--- src/rtl/bdma_requester_pkg.sv ---
// Shared encodings for the byte-DMA requester: BTYPE packing modes,
// register-select codes and the transfer state machine.
package bdma_requester_pkg;

    localparam logic [1:0] BTYPE_PM24   = 2'b00;
    localparam logic [1:0] BTYPE_DM16   = 2'b01;
    localparam logic [1:0] BTYPE_DM8_HI = 2'b10;
    localparam logic [1:0] BTYPE_DM8_LO = 2'b11;

    localparam logic [1:0] SEL_BIAD    = 2'd0;
    localparam logic [1:0] SEL_BEAD    = 2'd1;
    localparam logic [1:0] SEL_BCTL    = 2'd2;
    localparam logic [1:0] SEL_BWCOUNT = 2'd3;

    typedef enum logic [1:0] {
        ST_IDLE  = 2'd0,
        ST_BYTE  = 2'd1,
        ST_STEAL = 2'd2
    } state_e;

    function automatic logic [1:0] bytes_per_word(input logic [1:0] btype);
        case (btype)
            BTYPE_PM24: bytes_per_word = 2'd3;
            BTYPE_DM16: bytes_per_word = 2'd2;
            default:    bytes_per_word = 2'd1;
        endcase
    endfunction

endpackage

--- src/rtl/bdma_requester_packer.sv ---
// Byte pack/unpack shift register and per-word byte counter. The current
// outgoing byte always sits in [23:16]; incoming bytes enter at [7:0].
module bdma_packer
    import bdma_requester_pkg::*;
(
    input  logic        clk,
    input  logic        rst,
    input  logic [1:0]  btype,
    input  logic        dir,
    input  logic        clear,
    input  logic        latch,
    input  logic        shift,
    input  logic [7:0]  byte_in,
    input  logic [23:0] word_in,
    output logic [23:0] word_out,
    output logic [7:0]  byte_out,
    output logic        last_byte
);
    logic [23:0] sreg_q, sreg_d;
    logic [1:0]  cnt_q, cnt_d;

    always_comb begin
        sreg_d = sreg_q;
        cnt_d  = cnt_q;
        if (clear) begin
            sreg_d = '0;
            cnt_d  = '0;
        end else if (latch) begin
            // Pre-align the word so its first byte to send lands in [23:16].
            cnt_d = '0;
            case (btype)
                BTYPE_PM24:                sreg_d = word_in;
                BTYPE_DM16, BTYPE_DM8_HI:  sreg_d = {word_in[15:0], 8'h00};
                default:                   sreg_d = {word_in[7:0], 16'h0000};
            endcase
        end else if (shift) begin
            sreg_d = {sreg_q[15:0], dir ? 8'h00 : byte_in};
            cnt_d  = cnt_q + 2'd1;
        end
    end

    always_ff @(posedge clk) begin
        if (rst) begin
            sreg_q <= '0;
            cnt_q  <= '0;
        end else begin
            sreg_q <= sreg_d;
            cnt_q  <= cnt_d;
        end
    end

    always_comb begin
        case (btype)
            BTYPE_DM16:   word_out = {8'h00, sreg_q[15:0]};
            BTYPE_DM8_HI: word_out = {8'h00, sreg_q[7:0], 8'h00};
            BTYPE_DM8_LO: word_out = {16'h0000, sreg_q[7:0]};
            default:      word_out = sreg_q;
        endcase
    end

    assign byte_out  = sreg_q[23:16];
    assign last_byte = (cnt_q == (bytes_per_word(btype) - 2'd1));

endmodule

--- src/rtl/bdma_requester.sv ---
// Byte-DMA requester: moves words between 8-bit external memory and core
// PM/DM by stealing core cycles, programmed through a small register bus.
module bdma_requester
    import bdma_requester_pkg::*;
(
    input  logic        DSPCLK,
    input  logic        T_RST,
    input  logic        reg_we,
    input  logic [1:0]  reg_sel,
    input  logic [13:0] reg_wd,
    input  logic [7:0]  ext_rdata,
    input  logic        ext_ack,
    input  logic        BM_cyc,
    input  logic        BPM_cyc,
    input  logic        BDM_cyc,
    input  logic [23:0] core_rdata,
    output logic        BSreqx,
    output logic [13:0] BIAD,
    output logic [23:0] core_wdata,
    output logic        ext_req,
    output logic        ext_we,
    output logic [13:0] ext_addr,
    output logic [7:0]  ext_wdata,
    output logic        busy,
    output logic        bdma_irq,
    output logic        type_err
);
    state_e      state_q, state_d;
    logic [13:0] biad_q, biad_d, bead_q, bead_d, bwcount_q, bwcount_d;
    logic        bdir_q, bdir_d;
    logic [1:0]  btype_q, btype_d;
    logic        ext_req_q, ext_req_d, ext_we_q, ext_we_d, bsreq_q, bsreq_d;
    logic        irq_q, irq_d, busy_q, busy_d, type_err_q, type_err_d;
    logic        pk_clear, pk_latch, pk_shift, pk_last;
    logic [23:0] pk_word;
    logic [7:0]  pk_byte;
    logic        wr_biad, wr_bead, wr_ctl, wr_cnt, qual_ok;

    assign wr_biad = reg_we && (reg_sel == SEL_BIAD);
    assign wr_bead = reg_we && (reg_sel == SEL_BEAD);
    assign wr_ctl  = reg_we && (reg_sel == SEL_BCTL);
    assign wr_cnt  = reg_we && (reg_sel == SEL_BWCOUNT);
    assign qual_ok = (btype_q == BTYPE_PM24) ? (BPM_cyc && !BDM_cyc) : (BDM_cyc && !BPM_cyc);

    always_comb begin
        state_d    = state_q;
        biad_d     = biad_q;
        bead_d     = bead_q;
        bwcount_d  = bwcount_q;
        bdir_d     = bdir_q;
        btype_d    = btype_q;
        type_err_d = type_err_q;
        irq_d      = 1'b0;
        pk_clear   = 1'b0;
        pk_latch   = 1'b0;
        pk_shift   = 1'b0;
        case (state_q)
            ST_IDLE: begin
                if (wr_biad) biad_d = reg_wd;
                if (wr_bead) bead_d = reg_wd;
                if (wr_ctl) begin
                    bdir_d  = reg_wd[2];
                    btype_d = reg_wd[1:0];
                end
                if (wr_cnt && (reg_wd != 14'd0)) begin
                    state_d  = bdir_q ? ST_STEAL : ST_BYTE;
                    pk_clear = 1'b1;
                end
            end
            ST_BYTE: if (ext_ack) begin
                pk_shift = 1'b1;
                bead_d   = bead_q + 14'd1;
                if (pk_last) begin
                    // A store finishes once its final word is fully unpacked.
                    if (bdir_q && (bwcount_q == 14'd0)) begin
                        state_d = ST_IDLE;
                        irq_d   = 1'b1;
                    end else begin
                        state_d = ST_STEAL;
                    end
                end
            end
            ST_STEAL: if (BM_cyc) begin
                biad_d    = biad_q + 14'd1;
                bwcount_d = bwcount_q - 14'd1;
                if (!qual_ok) type_err_d = 1'b1;
                if (bdir_q) begin
                    pk_latch = 1'b1;
                    state_d  = ST_BYTE;
                end else begin
                    pk_clear = 1'b1;
                    if (bwcount_q == 14'd1) begin
                        state_d = ST_IDLE;
                        irq_d   = 1'b1;
                    end else begin
                        state_d = ST_BYTE;
                    end
                end
            end
            default: state_d = ST_IDLE;
        endcase
        if (wr_cnt) begin
            bwcount_d = reg_wd;
            if ((state_q != ST_IDLE) && (reg_wd == 14'd0)) begin
                state_d = ST_IDLE;
                irq_d   = 1'b0;
            end
        end
        if (wr_ctl) type_err_d = 1'b0;
        ext_req_d = (state_d == ST_BYTE);
        ext_we_d  = (state_d == ST_BYTE) && bdir_q;
        bsreq_d   = (state_d == ST_STEAL);
        busy_d    = (state_d != ST_IDLE) || irq_d;
    end

    always_ff @(posedge DSPCLK) begin
        if (T_RST) begin
            state_q    <= ST_IDLE;
            biad_q     <= '0;
            bead_q     <= '0;
            bwcount_q  <= '0;
            bdir_q     <= 1'b0;
            btype_q    <= '0;
            ext_req_q  <= 1'b0;
            ext_we_q   <= 1'b0;
            bsreq_q    <= 1'b0;
            irq_q      <= 1'b0;
            busy_q     <= 1'b0;
            type_err_q <= 1'b0;
        end else begin
            state_q    <= state_d;
            biad_q     <= biad_d;
            bead_q     <= bead_d;
            bwcount_q  <= bwcount_d;
            bdir_q     <= bdir_d;
            btype_q    <= btype_d;
            ext_req_q  <= ext_req_d;
            ext_we_q   <= ext_we_d;
            bsreq_q    <= bsreq_d;
            irq_q      <= irq_d;
            busy_q     <= busy_d;
            type_err_q <= type_err_d;
        end
    end

    bdma_packer u_packer (
        .clk       (DSPCLK),
        .rst       (T_RST),
        .btype     (btype_q),
        .dir       (bdir_q),
        .clear     (pk_clear),
        .latch     (pk_latch),
        .shift     (pk_shift),
        .byte_in   (ext_rdata),
        .word_in   (core_rdata),
        .word_out  (pk_word),
        .byte_out  (pk_byte),
        .last_byte (pk_last)
    );

    assign BSreqx     = bsreq_q;
    assign BIAD       = biad_q;
    assign core_wdata = pk_word;
    assign ext_req    = ext_req_q;
    assign ext_we     = ext_we_q;
    assign ext_addr   = bead_q;
    assign ext_wdata  = ext_we_q ? pk_byte : 8'h00;
    assign busy       = busy_q;
    assign bdma_irq   = irq_q;
    assign type_err   = type_err_q;

endmodule

--- config.mk ---
export PLATFORM = sky130hd
export DESIGN_NAME = bdma_requester
export DESIGN_NICKNAME = d
export VERILOG_FILES = /design/src/rtl/bdma_requester_pkg.sv /design/src/rtl/bdma_requester_packer.sv /design/src/rtl/bdma_requester.sv
export SDC_FILE = /design/constraint.sdc
export NUM_CORES = 1
export LEC_CHECK = 0
export ABC_CLOCK_PERIOD_IN_PS = 3000
export CAP_MARGIN = 20
export CORE_ASPECT_RATIO = 1.75
export CORE_UTILIZATION = 45
export DETAILED_ROUTE_END_ITERATION = 10
export HOLD_SLACK_MARGIN = 0.08
export PLACE_DENSITY_LB_ADDON = 0.12
export SLEW_MARGIN = 20
export SYNTH_ARGS = -nofsm -noshare
export SYNTH_HDL_FRONTEND = slang
export SYNTH_SLANG_ARGS = --single-unit
--- constraint.sdc ---
create_clock -name DSPCLK -period 3 [get_ports DSPCLK]
set_input_delay 0.6 -clock DSPCLK [delete_from_list [all_inputs] [get_ports DSPCLK]]
set_output_delay 0.6 -clock DSPCLK [all_outputs]
set_load 0.02 [all_outputs]
; ---- Yosys cells after proc, flatten, opt, wreduce, memory -nomap -nowiden
; Cells that the tools add are included.
[word_totals]
word_cells = 117
ff_bits = 79
inputBits = 55
output_inout_bits = 66
[classes]
bitwise_logic = 1
n_eq_ne = 16
add_sub_neg = 5
reduce_logical = 35
n_mux = 46
[ops]
columns = operator, count
row1 = two-way mux 14 bit, 7
row2 = one-hot mux 24 bit (3 select lines), 1
row3 = one-hot mux 14 bit (2 select lines), 2
row4 = two-way mux 24 bit, 2
row5 = one-hot mux 24 bit (2 select lines), 1
row6 = "adder 14 x 1 -> 14 bit, second input constant", 2
row7 = zero test 14 bit, 2
row8 = two-way mux 1 bit, 19
row9 = two-way mux 2 bit, 8
row10 = two-way mux 8 bit, 2
row11 = "equality test 14 x 1 -> 1 bit, second input constant", 1
row12 = nonzero test 14 bit, 1
row13 = nonzero test 2 bit, 7
row14 = "subtractor 14 x 1 -> 14 bit, second input constant", 1
row15 = "equality test 2 bit, second input constant", 6
row16 = logical AND 1 bit, 10
row17 = AND reduction 3 bit, 3
row18 = "equality test 2 x 1 -> 1 bit, second input constant", 4
row19 = "inequality test 2 bit, second input constant", 4
row20 = zero test 2 bit, 3
row21 = one-hot mux 2 bit (3 select lines), 1
row22 = OR reduction 2 bit, 3
row23 = one-hot mux 1 bit (2 select lines), 2
row24 = one-hot mux 2 bit (2 select lines), 1
row25 = other kinds (8), 10

; ---- Logic depth before layout (Yosys ltp)
; Gate-level depths: netlist (run 1).
[depth]
ltp_word = 11
ltp_mapped = 9
ltp_nobuf = 7

; ---- Cells and area by module
; Synthesis (run 1) repeated with hierarchy kept, for this count alone.
[hier_totals]
hier_cells = 600
area_unflattened_um2 = 4939.7
[modules_own_cells]
columns = mod, seq_area_each_um2, n_inst, area_each_um2, cells_each
row1 = bdma_requester, 1061.0, 1, 3210.6, 402
row2 = bdma_packer, 520.5, 1, 1729.2, 198

; ---- Worst setup path before layout (run 1)
; No wires, ideal clock.
[synth_path]
path_type = register to output
from = reg btype_q[0]
to = out core_wdata[0]
path_stages_with_launch = 7
arrival_time_ps = 1676
t_required_ps = 2400
n_path_buf = 1
slack_ps = 724
cell_sequence = dfxtp_1 > inv_1 > ha_1 > or2_2 > clkbuf_1 > nor2_1 > nor2b_1
[synth_between]
elab_chain_len = 2
elab_cells_between_ends = 4
cone_classes = eq/ne (3) / mux (1)
[synth_lines]
columns = item, line_no
row1 = from (decl), bdma_requester.sv:31  ; logic [1:0] btype_q, btype_d;
row2 = from (signal assigned), bdma_requester.sv:136  ; btype_q <= btype_d;
row3 = equality test 2 bit / equality test 2 x 1 -> 1 bit (equally long branches), bdma_requester_packer.sv:53  ; case (btype)
row4 = one-hot mux 24 bit (3 select lines) (*), bdma_requester_packer.sv:53
row5 = to (decl), bdma_requester.sv:19  ; output logic [23:0] core_wdata,
; Mark *: on every way between the ends. The rest lies on a longest branch, timed or not.

; ---- Worst setup path in the final report (run 1)
[layout_path]
from = reg btype_q[1]
to = out core_wdata[0]
; The elaborated chain is that of the path after synthesis.

==> results of run 1 <==
[cells in the final DEF, fill, tap and decap left out, types with 9 or more instances in the layout]
cell type and instances:
and2_1 21, inv_1 18, nor3_1 21, nor2b_1 18
ha_1 15, xnor2_1 10, a22oi_1 13, dlymetal6s2s_1 16
clkdlybuf4s50_1 103, a21oi_1 40, dfxtp_1 78, nand2_1 48
o21ai_0 27, buf_4 20, and3_1 10, nand3_1 25
a211oi_1 19, clkbuf_16 9, nor2_1 60
[area by class of cell]
cell class / count / area share (%)
inverter: 18 / 1.05
tap: 127 / 2.47
clock buffer: 11 / 3.93
clock inverter: 5 / 0.506
sequential: 79 / 24.6
timing repair buffer: 140 / 21.6
multi-input combinational: 458 / 45.9
[metal layers]
metal  global-route usage [%]  up-vias
li1                         -     2418
met1                     29.6     2340
met2                     48.4      243
met3                     4.21       38
met4                     14.8        0
met5                        0        -
[logic make-up (layout without fill, tap and decap cells)]
logic type	Yosys count	in the layout
fa+ha+maj	15	15
buf+inv	58	174
xor+xnor	14	14
simple gates	243	243
flops	79	79
mux	8	8
compound gates	178	178
[where the power goes]
part	internal, mW	switching (mW)	total [mW]
registers	1.11	0.0680	1.18
logic	0.269	0.300	0.570
clock network	0.603	0.439	1.04
[registers in the layout, indices dropped and copies added (netlist names)]
| register | flops |
|---|---|
| state_q | 2 |
| bdir_q | 1 |
| ext_req | 1 |
| u_packer.cnt_q | 2 |
| btype_q | 2 |
| bdma_irq | 1 |
| u_packer.sreg_q | 24 |
| BIAD | 14 |
| ext_we | 1 |
| type_err | 1 |
| busy | 1 |
| BSreqx | 1 |
| ext_addr | 14 |
| bwcount_q | 14 |
[worst max-delay path by stage]
stage,from,endpoint,slack [ns],depth (start not counted)
after global placement,reg_wd[5],u_packer.sreg_q[22],0.24,6
after CTS,btype_q[0],core_wdata[0],0.03,7
after global routing,reg_wd[5],u_packer.sreg_q[22],0.25,6
after floorplan,btype_q[0],core_wdata[0],0.72,6
final,btype_q[1],core_wdata[0],0.42,7
after detailed placement,reg_wd[5],u_packer.sreg_q[10],0.13,6
[through the flow]
step | area, um^2 | hold slack (ns) | util [%] | setup WS (ns)
after floorplan | 4750 | 0.464 | - | 0.724
final | 6430 | 0.505 | 62.4 | 0.416
after global placement | 6100 | 0.486 | 59.3 | 0.237
after CTS | 6390 | 0.508 | 62.0 | 0.0339
after global routing | 6430 | 0.536 | 62.4 | 0.253
after detailed placement | 6100 | 0.493 | 59.3 | 0.134
[worst max-delay path, cell delays in order (launching register included)]
cell and delay [ns]:
dfxtp_1 0.39, inv_1 0.10, ha_1 0.20, or2_2 0.40, nor2_1 0.13, buf_4 0.17
nor2b_1 0.06, dlymetal6s2s_1 0.20
[repair_timing]
item	CTS	global route
setup endpoints to repair	0	16
gates resized for setup	0	17
buffers inserted	0	0
==> impl_results.md, run 1 <==
- Clk buf depth: 2
- Startpoint types: flop
- Clk_lat worst skew: 0.34 ns
- Multi-input combinational cell area: 0.00295 mm^2
- Outcome: completed
- Die area: roughly 0.011 mm^2
- Synth Area in Compound Gates: between 20% and 30%
- Fin crit share: 86.1%
- Area Growth Syn to Fin: 35.4%
- Worst Path Arrival: 1.98 ns
- CTS Root Cell: clkbuf_16
- Top cell type's share of synthesized area: 33.3%
- Hold EP: type_err
- Starting density of the core: between 40% and 50%
- Num ports: 121
- Drt drc: 0
- Top-count cell post-synth: dfxtp_1
- WL/cell: 17.5 um
- R2R Path Start: state_q[1]
- GRT Resource Usage Total: a little over a quarter
- Area contributors post-synth: dfxtp_1, nor2_1, a21oi_1, ha_1, nand2_1
- DRT antenna net count: 0
- Critical path data required time: 2.40 ns
- FP Rows: slightly below 50
- Setup TNS: 0 ns
- Slew Limit Headroom: between 30% and 40%
- Final Hold Fails: 0
- Synth warn: 0
- Cell taking the most area after synthesis: dfxtp_1
- Reg area: between 0.0015 and 0.002 mm^2
- EDFF count, synth: 0
- Worst vdd rail ir drop: 0.000292 V
- Max Transition Viols Final: 0
- H-tree levels: 3
- Clock sink count: ~80
- Initial DRT Pass Iterations: 7
- Post-Syn Instances: 595
- Hold Crit Class: flop to flop
- Mapped cell area: around 0.0048 mm^2
- Reg2Reg Depth: 5
- Met2 routed WL: roughly 7.4 mm
- Mux share of post-synthesis cell area: 1.69%
- Final Setup Violations: 0
- Endpoint class of the critical path: primary output
- Final cell count without fillers: 838
- Async SR Flop Fraction: 0%
- Drt total wl: about 15 mm
- CTS Hold Bufs: 0
- Main combinational cell family by area after synthesis: simple AND/OR/NAND/NOR gates
- CTS tree: built
- Tot Pwr: 2.79 mW
- GP Congestion: roughly 0.87
- Largest net degree at the start of global routing: 34
- Hold Startpoint: type_err
- Met1 wire length: 5.68 mm
- Reg2reg end: u_packer.sreg_q[10]
- Met3 Wirelength: roughly 960 um
- Unrepaired setup endpoints after global routing: no
- Xor/xnor share of the synthesized area: under 10%
- Vias per cell: ~6
- Post-synthesis adder-cell area fraction: 3.95%
- Antenna cell count: 0
- Die W: roughly 80 um
- Worst Tran Pin Value: between 1 and 1.5 ns
- Syn nets: around 670
- Vias in the first global route: between 4k and 5k
- Hold depth: 2
- Port Buffers: 120
- Drt initial violations: 223
- DP HPWL: 10.9 mm
- Kind of critical path: flop to primary output
- Crit Path Max Fanout: 9
- Reg2reg setup slack: approximately 0.52 ns
- Max layer used: met4
- Clk_skew: 0.00808 ns
- Max-Cap Viols: 0
- Layout cells sized above 1: ~8.4%
- Syn Area/Cell: 7.98 um^2
- Core ar.: a little over 0.01 mm^2
- Post-synth top flop: dfxtp_1
- Final Net Count: a little under 800
- Total CTS buffers: 9
- Reg clk slew, reported paths: 0.06 ns
- Max Clk Rate: about 390 MHz
- Post-synthesis sequential area ratio: 33.3%
- Antenna violations before repair: 0
- Global-route wire length before repair: around 23 mm
- Min Clock Period, post-route: between 2 and 3 ns
- Fillers: between 900 and 1k
- Vias: between 5k and 6k
- Seq cells post-synth: 79
- Power per cell area: ~430 mW/mm^2
- Static leakage: 2.58 nW
- Synth cell types: 63
- Die Y: about 140 um
- Cell total after placement: between 800 and 900
- Post-synth top cells: dfxtp_1, nor2_1, nand2_1
- Grt total ovfl: 0
- Post-synthesis simple-gate area fraction: 27.2%
Note: power is estimated with default switching activity, not from simulation.
==> run 2, diff against run 1 <==
- CTS_CLUSTER_DIAMETER: default -> 100
- SLEW_MARGIN: 20 -> default
- TNS_END_PERCENT: default -> 100
==> results of run 2 <==
Same layout as run 1: the final DEF is identical, and so are final timing and power.
==> run 3, diff against run 2 <==
- RECOVER_POWER: default -> 25
==> run 3 against run 2 <==
- clock power is essentially flat
- first-iteration DRC count is 0.90% higher
- via count decreased by 0.83%
- sequential cell count stayed put
- non-clock buffer count unchanged
- wire length is essentially flat
- combinational power decreased by 2%
- worst setup slack got worse by 0.0039 ns
- critical path depth stayed put
- critical endpoint unchanged
- largest power group unchanged
==> impl_results.md, run 3 (synthesis results as in run 1) <==
- Clk buf depth: 2
- Largest net degree at the start of global routing: 34
- Kind of critical path: flop to primary output
- Placed Area: between 0.006 and 0.007 mm^2
- Core ar.: between 0.01 and 0.015 mm^2
- Vias: approximately 5k
- Antenna violations before repair: 0
- Unrepaired setup endpoints after global routing: no
- Drt total wl: 14.7 mm
- Port Buffers: 120
- Crit Path Max Fanout: 9
- Outcome: completed
- Max Clk Rate: roughly 390 MHz
- Max Transition Viols Final: 0
- Starting density of the core: a little under half
- Fin crit share: ~86%
- Delay-heaviest family, CP: simple AND/OR/NAND/NOR gates
- Tot Pwr: around 2.8 mW
- Max-Cap Viols: 0
- Die Y: ~140 um
- CP bufs+invs: 3
- Reg clk slew, reported paths: roughly 0.060 ns
- Pre-CTS setup slack: 0.134 ns
- WL/cell: roughly 18 um
- Layout cells sized above 1: 8.02%
- Critical Path Slowest Stage Cell: or2_2
- Final Hold Fails: 0
- Worst Path Arrival: 1.99 ns
- Final WS setup: 0.412 ns
- Grt total ovfl: 0
- Multi-input combinational cell area: 0.00293 mm^2
- Total CTS buffers: 9
- Min Clock Period, post-route: roughly 2.6 ns
- Final cell count without fillers: around 840
- GP Congestion: 0.868
- Drt drc: 0
- CTS Root Cell: clkbuf_16
- Clk_skew: about 0.0065 ns
- Vias per cell: 5.96
- Area Growth Syn to Fin: 34.9%
- Max reg flops: 24
- H-tree levels: 3
- Power per cell area: 433 mW/mm^2
- Die area: approximately 0.011 mm^2
- Setup TNS: 0 ns
- Cell total after placement: 822
- Critical-path cell list: inv_1 > ha_1 > or2_2 > nor2_1 > buf_4 > nor2b_1 > dlymetal6s2s_1
- Largest register by flop count: u_packer.sreg_q
- Most frequent cells in the layout: clkdlybuf4s50_1, dfxtp_1, nor2_1
- Worst vdd rail ir drop: 0.000293 V
- DRT antenna net count: 0
- Die W: between 70 and 80 um
- Fin Hold WS: between 0.5 and 0.6 ns
- Reg area: about 0.0016 mm^2
- Final Setup Violations: 0
- Final Net Count: about 780
- Drt initial violations: roughly 230
- Hold Crit Class: flop to flop
- GRT Resource Usage Total: around 27%
- Fin area: 0.00641 mm^2
- DP HPWL: approximately 11 mm
- Setup Buffers After CTS: 0
- Num ports: around 120
- CP peak stage delay: roughly 0.40 ns
- Antenna cell count: 0
- Commonest non-fill, non-tap cell in the layout: clkdlybuf4s50_1
- Global-route wire length before repair: 22.9 mm
- Final Util: between 60% and 70%
- Static leakage: roughly 2.6 nW
- FP Rows: 49
- Worst Tran Pin Value: around 1.0 ns
- Initial DRT Pass Iterations: 5
- Clock sink count: between 70 and 80
- Clk_lat worst skew: 0.33 ns
- CTS tree: built
- Endpoint class of the critical path: primary output
- Vias in the first global route: 4687
- Fillers: about 950
- Startpoint types: flop
- Critical path data required time: 2.40 ns
- Slew Limit Headroom: ~30%
==> run 3: changes by cell type in the layout (fill, tap and decap cells not counted) <==
cell | before | now
clkdlybuf4s50_1 | 103 | 83
dlygate4sd3_1 | 0 | 20
nor3_1 | 21 | 23
buf_4 | 20 | 19
clkbuf_1 | 0 | 1
nor3_2 | 1 | 0
nor3_4 | 1 | 0
==> run 3: cell type report <==
class / count / share of cell area, %
Multi-Input combinational cell: 458 / 45.8
Clock inverter: 5 / 0.507
Timing Repair Buffer: 140 / 21.6
Sequential cell: 79 / 24.7
Inverter: 18 / 1.05
Tap cell: 127 / 2.48
Clock buffer: 11 / 3.94
==> run 3: worst paths after layout <==
path / startpoint / end / slack, ns / cells after the start
setup reg to reg: state_q[1] / u_packer.sreg_q[10] / 0.52 / 5
hold / removal: type_err / type_err / 0.50 / 2
setup / recovery: btype_q[1] / core_wdata[0] / 0.41 / 7
hold reg to reg: type_err / type_err / 0.50 / 2
==> run 3: worst register-to-register path, stage by stage, from the launching register on <==
cell and delay [ns]:
dfxtp_1 0.45, ha_1 0.23, buf_4 0.33, nand2_1 0.28, o21ai_2 0.87, nor3_1 0.17
==> run 3: routing by layer <==
metal | global-route usage [%] | up-vias | wire length [um] | part of all wire [%]
met3 | 4.21 | 40 | 853 | 5.8
met1 | 29.6 | 2326 | 5790 | 39
met2 | 48.4 | 217 | 7440 | 51
met5 | 0 | - | 0 | 0
li1 | - | 2414 | - | -
met4 | 14.8 | 0 | 587 | 4.0
==> run 3: power by group <==
group,total [mW],leakage (nW),switching (mW),internal (mW)
Clock,1.04,0.134,0.441,0.603
Sequential,1.18,0.644,0.0674,1.11
Combinational,0.559,1.85,0.298,0.261
==> run 3: repair_timing <==
item	in CTS	in global routing
endpoints found under the hold margin	0	0
hold buffers	0	0
resized for setup	0	17
setup endpoints to repair	0	16
